<file path="src/rtl/div_unit_if.sv">
// Handshake and result bus between the E-stage control and the multi-cycle divider.
interface div_unit_if #(
  parameter int unsigned WIDTH = 32
) ();

  logic                 start;
  logic                 signedDiv;
  logic [WIDTH-1:0]     a;
  logic [WIDTH-1:0]     b;
  logic                 cancel;
  logic                 stall;
  logic                 ready;
  logic [2*WIDTH-1:0]   hilo;

  modport master (
    output start, signedDiv, a, b, cancel,
    input  stall, ready, hilo
  );

  modport slave (
    input  start, signedDiv, a, b, cancel,
    output stall, ready, hilo
  );

endinterface

</file>
<file path="src/rtl/div_unit.sv">
// Radix-2 restoring divider for the E stage: {HI,LO} = {remainder, quotient},
// one quotient bit per cycle, single-cycle result for divide-by-zero.
module div_unit #(
  parameter int unsigned WIDTH = 32
) (
  input  logic       clk,
  input  logic       rst,
  div_unit_if.slave  bus
);

  localparam int unsigned CNT_W = $clog2(WIDTH);

  typedef enum logic [1:0] {
    IDLE = 2'd0,
    DIV  = 2'd1,
    DONE = 2'd2
  } stateT;

  stateT              state;
  stateT              nextState;

  logic [WIDTH-1:0]   remReg;
  logic [WIDTH-1:0]   dvdReg;
  logic [WIDTH-1:0]   dsrReg;
  logic [CNT_W-1:0]   cnt;
  logic               qSign;
  logic               rSign;
  logic [2*WIDTH-1:0] hiloReg;

  logic               accept;
  logic               lastIter;
  logic               aNeg;
  logic               bNeg;
  logic [WIDTH-1:0]   absA;
  logic [WIDTH-1:0]   absB;
  logic [WIDTH:0]     shifted;
  logic [WIDTH:0]     trial;
  logic               qBit;
  logic [WIDTH-1:0]   newRem;
  logic [WIDTH-1:0]   newDvd;
  logic [WIDTH-1:0]   quotFinal;
  logic [WIDTH-1:0]   remFinal;
  logic               stallSig;
  logic               readySig;

  assign accept   = (state == IDLE) && bus.start && !bus.cancel;
  assign lastIter = (cnt == CNT_W'(WIDTH - 1));

  // Operand magnitudes; negative values only exist for signed division.
  assign aNeg = bus.signedDiv & bus.a[WIDTH-1];
  assign bNeg = bus.signedDiv & bus.b[WIDTH-1];
  assign absA = aNeg ? (WIDTH'(0) - bus.a) : bus.a;
  assign absB = bNeg ? (WIDTH'(0) - bus.b) : bus.b;

  // One restoring step: shift in the next dividend bit, trial-subtract, keep if non-negative.
  assign shifted   = {remReg, dvdReg[WIDTH-1]};
  assign trial     = shifted - {1'b0, dsrReg};
  assign qBit      = ~trial[WIDTH];
  assign newRem    = qBit ? trial[WIDTH-1:0] : shifted[WIDTH-1:0];
  assign newDvd    = {dvdReg[WIDTH-2:0], qBit};
  assign quotFinal = qSign ? (WIDTH'(0) - newDvd) : newDvd;
  assign remFinal  = rSign ? (WIDTH'(0) - newRem) : newRem;

  // State register.
  always_ff @(posedge clk) begin
    if (rst) state <= IDLE;
    else     state <= nextState;
  end

  // Next-state, stall and ready decode.
  always_comb begin
    nextState = state;
    stallSig  = 1'b0;
    readySig  = 1'b0;
    case (state)
      IDLE: begin
        if (accept) begin
          stallSig  = 1'b1;
          nextState = (bus.b == '0) ? DONE : DIV;
        end
      end
      DIV: begin
        stallSig = 1'b1;
        if (bus.cancel)    nextState = IDLE;
        else if (lastIter) nextState = DONE;
      end
      DONE: begin
        readySig  = ~bus.cancel;
        nextState = IDLE;
      end
      default: nextState = IDLE;
    endcase
  end

  // Datapath: operand capture, iteration and result load.
  always_ff @(posedge clk) begin
    if (rst) begin
      remReg  <= '0;
      dvdReg  <= '0;
      dsrReg  <= '0;
      cnt     <= '0;
      qSign   <= 1'b0;
      rSign   <= 1'b0;
      hiloReg <= '0;
    end else begin
      case (state)
        IDLE: begin
          if (accept) begin
            dvdReg <= absA;
            dsrReg <= absB;
            remReg <= '0;
            cnt    <= '0;
            qSign  <= aNeg ^ bNeg;
            rSign  <= aNeg;
            if (bus.b == '0) hiloReg <= {bus.a, {WIDTH{1'b1}}};
          end
        end
        DIV: begin
          if (!bus.cancel) begin
            remReg <= newRem;
            dvdReg <= newDvd;
            cnt    <= cnt + CNT_W'(1);
            if (lastIter) hiloReg <= {remFinal, quotFinal};
          end
        end
        default: ;
      endcase
    end
  end

  assign bus.stall = stallSig;
  assign bus.ready = readySig;
  assign bus.hilo  = hiloReg;

endmodule
</file>
<file path="src/flat_wrapper.sv">
// flat-port wrapper written by rule: the top's interface ports become plain ports
module div_unit_flat 
#(
  parameter int unsigned WIDTH = 32
)
  (clk, rst, bus_start, bus_signedDiv, bus_a, bus_b, bus_cancel, bus_stall, bus_ready, bus_hilo);
  div_unit_if #(.WIDTH(WIDTH)) bus_i ();
  input  logic clk;
  input  logic rst;
  input wire logic [$bits(bus_i.start)-1:0] bus_start;
  input wire logic [$bits(bus_i.signedDiv)-1:0] bus_signedDiv;
  input wire logic [$bits(bus_i.a)-1:0] bus_a;
  input wire logic [$bits(bus_i.b)-1:0] bus_b;
  input wire logic [$bits(bus_i.cancel)-1:0] bus_cancel;
  output wire logic [$bits(bus_i.stall)-1:0] bus_stall;
  output wire logic [$bits(bus_i.ready)-1:0] bus_ready;
  output wire logic [$bits(bus_i.hilo)-1:0] bus_hilo;
  assign bus_i.start = bus_start;
  assign bus_i.signedDiv = bus_signedDiv;
  assign bus_i.a = bus_a;
  assign bus_i.b = bus_b;
  assign bus_i.cancel = bus_cancel;
  assign bus_stall = bus_i.stall;
  assign bus_ready = bus_i.ready;
  assign bus_hilo = bus_i.hilo;
  div_unit #(.WIDTH(WIDTH)) u_core (.clk(clk), .rst(rst), .bus(bus_i));
endmodule
</file>
<file path="config.mk">
export PLATFORM = sky130hd
export DESIGN_NAME = div_unit_flat
export DESIGN_NICKNAME = d
export VERILOG_FILES = /design/src/rtl/div_unit_if.sv /design/src/rtl/div_unit.sv /design/src/flat_wrapper.sv
export SDC_FILE = /design/constraint.sdc
export NUM_CORES = 1
export LEC_CHECK = 0
export CORE_MARGIN = 2
export CORE_UTILIZATION = 37
export CTS_CLUSTER_DIAMETER = 40
export DETAILED_ROUTE_END_ITERATION = 7
export GPL_TIMING_DRIVEN = 0
export HOLD_SLACK_MARGIN = 0.05
export SLEW_MARGIN = 40
export SYNTH_ARGS = -nofsm -noshare
export SYNTH_HDL_FRONTEND = slang
export SYNTH_SLANG_ARGS = --single-unit
</file>
<file path="constraint.sdc">
create_clock -name clk -period 7.8 [get_ports clk]
set_clock_uncertainty 0.15 [all_clocks]
set_input_delay 1.95 -clock clk [delete_from_list [all_inputs] [get_ports clk]]
set_output_delay 1.95 -clock clk [all_outputs]
set_load 0.01 [all_outputs]
</file>
==> impl_results.md <==
- Total power: 2.45 mW
- Synth unique cells: 82
- Xor/xnor share of the synthesized area: 10.3%
- Vias per std cell: 5.69
- Synth area leader: dfxtp_1
- Worst skew pair latency: 0.45 ns
- EDFF count, synth: 0
- FILL cells: 3175
- Post-synth top area share: 29.4%
- Die span in y: 180 microns
- GP Congestion: 0.977
- Kind of critical path: register to register
- Gr ovfl total: 0
- Initial core utilization: 37.6%
- Final hold vios: 0
- Commonest cells in the netlist: 246 x nor2_1, 169 x dfxtp_1, 142 x nand2_1
- Largest net degree at the start of global routing: 17
- Avg Inst Size Synth: 7.54 sq um
- Lkg Pwr: 5.00 nW
- DRT iter0 DRCs: 1060
- Top-count cell post-synth: nor2_1
- Worst Setup SP: u_core.dvdReg[31]
- Vias: 11900
- Synth Net Count: 1633
- WP data arrival: 7.39 ns
- Cell count after placement: 2054
- CTS Hold Buffers Added: 0
- Fmax: 0.139 GHz
- Hpwl dp: 34000 microns
- Post-route cell area: 14000 sq um
- Compound-Gate Fraction of Synth Area: 27.3%
- Post-synth ARST share: 0%
- Post-cts sizing count: 0
- Share of cells above drive strength 1: 5.68%
- Final wirelength: 42200 microns
- Simple-gate share of the synthesized area: 22.3%
- CTS Buf Count: 17
- CTS tree: yes
- Final net count: 1785
- Synth Register Bits: 169
- CP endpoint: u_core.bus.hilo[28]
- Worst R2R Path Depth: 23
- Slew Viols, Final: 0
- Post-Syn Area: 11500 sq um
- Pwr dens: 175 nW/um^2
- H-tree levels: 4
- Unrepaired setup endpoints after global routing: no
- Worst R2R End: u_core.bus.hilo[28]
- Worst r2r src: u_core.dvdReg[31]
- Top post-synthesis cells by area: dfxtp_1 29%, nor2_1 8.0%, xor2_1 6.5%, a21oi_1 5.2%, nand2_1 4.6%
- Drc violations: 0
- Met1 Use GR: 32.2%
- Avg WL per Cell: 20.2 microns
- # Post-CTS Setup Buffers: 0
- Floorplan row count: 64
- Tcrit/Tclk final: 92.1%
- Clock Tree Buf Depth: 2
- N_diodes: 0
- Die width: 180 microns
- GRT Util Overall: 25.2%
- First-pass GRT wire length: 63900 microns
- Internal reg-to-reg setup slack: 0.62 ns
- Die area: 32500 sq um
- Met2 Track Usage GR: 43.1%
- Core Region: 30600 sq um
- Mux cell area share after synthesis: 1.34%
- Finished Layout Cells: 2086
- Relative slew slack: 44.1%
- Clk slew on worst S/H paths: 0.07 ns
- Hold Path Class: register to register
- Status: finished clean
- Port Buf Inserts: 133
- Post-route setup TNS: 0 ns
- Seq/Total Area, Yosys: 29.4%
- Synthesized netlist cell count: 1525
- I/O pins: 135
- Area Overhead vs Synth: 21.4%
- Combinational family with the most area after synthesis: compound AO/OA/AOI/OAI gates
- Worst slew pin tran: 0.838 ns
- Syn. warnings: 0
- CTS Sinks: 169
- Final setup vio count: 0
- Vias in the first global route: 11100
- GR Util met3: 3.23%
- CTS root buffer: clkbuf_16
- Critical path peak fanout: 10
- VDD IR max: 153 uV
- Drt first pass iters: 6
- Main synth FF type: dfxtp_1
- DRT antenna net count: 0
- Grt peak-use layer: met2
- DP Area: 13300 sq um
- Startpoint type of the worst setup path: register
- Crit end category: register
- Shortest period the worst path allows: 7.18 ns
- Adder-Cell Fraction of Synth Area: 4.31%
- Max Cap Viol: 0
- CP Data Required Time: 8.00 ns
- Initial antenna violation count: 0
[worst min path at each step]
stage                            from                end  slack (ns)  cells past startpoint
finish              u_core.dsrReg[31]  u_core.dsrReg[31]        0.30                      2
global route        u_core.dsrReg[22]  u_core.dsrReg[22]        0.34                      2
CTS                 u_core.dsrReg[31]  u_core.dsrReg[31]        0.31                      2
detailed placement  u_core.dsrReg[31]  u_core.dsrReg[31]        0.30                      2
global placement    u_core.dsrReg[26]  u_core.dsrReg[26]        0.29                      2
floorplan           u_core.dsrReg[22]  u_core.dsrReg[22]        0.28                      2
[cell usage in the layout, fill, tap and decap left out, drive strengths merged, types with 21 or more instances in the layout]
cell type / n
a211oi: 67
a21oi: 124
a22oi: 23
a311oi: 39
buf: 22
clkbuf: 92
clkdlybuf4s50: 133
dfxtp: 169
ha: 38
inv: 56
nand2: 144
nand3: 22
nor2: 250
nor3: 31
o21ai: 88
o31ai: 26
or3: 21
xnor2: 50
xor2: 85
[flip-flops by register name, indices dropped and copies added, names as in the netlist]
| register | count |
|---|---|
| u_core.rSign | 1 |
| u_core.bus.hilo | 64 |
| u_core.cnt | 5 |
| u_core.dsrReg | 32 |
| u_core.remReg | 32 |
| u_core.state | 2 |
| u_core.qSign | 1 |
| u_core.dvdReg | 32 |
[power by group]
| part | switching [mW] | leakage [nW] | internal (mW) |
|---|---|---|---|
| Combinational | 0.368 | 3.33 | 0.212 |
| Sequential | 0.0292 | 1.37 | 0.889 |
| Clock | 0.409 | 0.303 | 0.544 |
[per-stage QoR]
stage | hold slack, ns | utilization [%] | setup slack [ns]
after floorplan | 0.282 | - | 2.37
after global placement | 0.293 | 43.6 | 0.707
after detailed placement | 0.297 | 43.6 | 0.748
after CTS | 0.305 | 45.7 | 0.709
after global routing | 0.338 | 45.7 | 0.336
final | 0.305 | 45.7 | 0.617
[final cells by class]
class	count	area, sq um	share of cell area, %
Timing Repair Buffer	133	1330	9.53
Tap cell	396	495	3.55
Buffer	97	398	2.85
Clock inverter	15	211	1.51
Clock buffer	17	425	3.05
Sequential cell	169	3380	24.2
Multi-Input combinational cell	1209	7540	54.0
Inverter	50	188	1.34
[worst max-delay path: stages (launching register included)]
cell and delay (ns):
dfxtp_1 0.32, inv_1 0.12, ha_1 0.19, inv_1 0.05
fa_1 0.41, a211oi_2 0.31, nor3_1 0.13, o21ai_2 0.27
a21oi_4 0.11, nor3_2 0.26, nor2_2 0.13, buf_2 0.22
inv_2 0.25, clkbuf_1 0.60, buf_1 0.62, ha_1 0.34
nand2_1 0.10, or2_1 0.25, or4_1 0.49, or4_1 0.52
or4_1 0.50, o41ai_1 0.33, xor2_1 0.12, a311oi_1 0.27
[cells by family (layout without fill, tap and decap cells)]
kind of cell | Yosys count | after routing
buffers and inverters | 147 | 312
adder cells (fa/ha/maj) | 39 | 39
AND/OR/NAND/NOR | 556 | 556
XOR/XNOR | 135 | 135
multiplexers | 15 | 15
AO/OA/AOI/OAI | 464 | 464
flip-flops | 169 | 169
[layer usage]
layer	vias to the layer above	part of all wire (%)	wire, microns
met1	5501	44	18500
met2	483	47	19700
met5	-	0	0
li1	5800	-	-
met3	80	5.9	2480
met4	0	3.7	1560
Note: power is estimated with default switching activity, not from simulation.
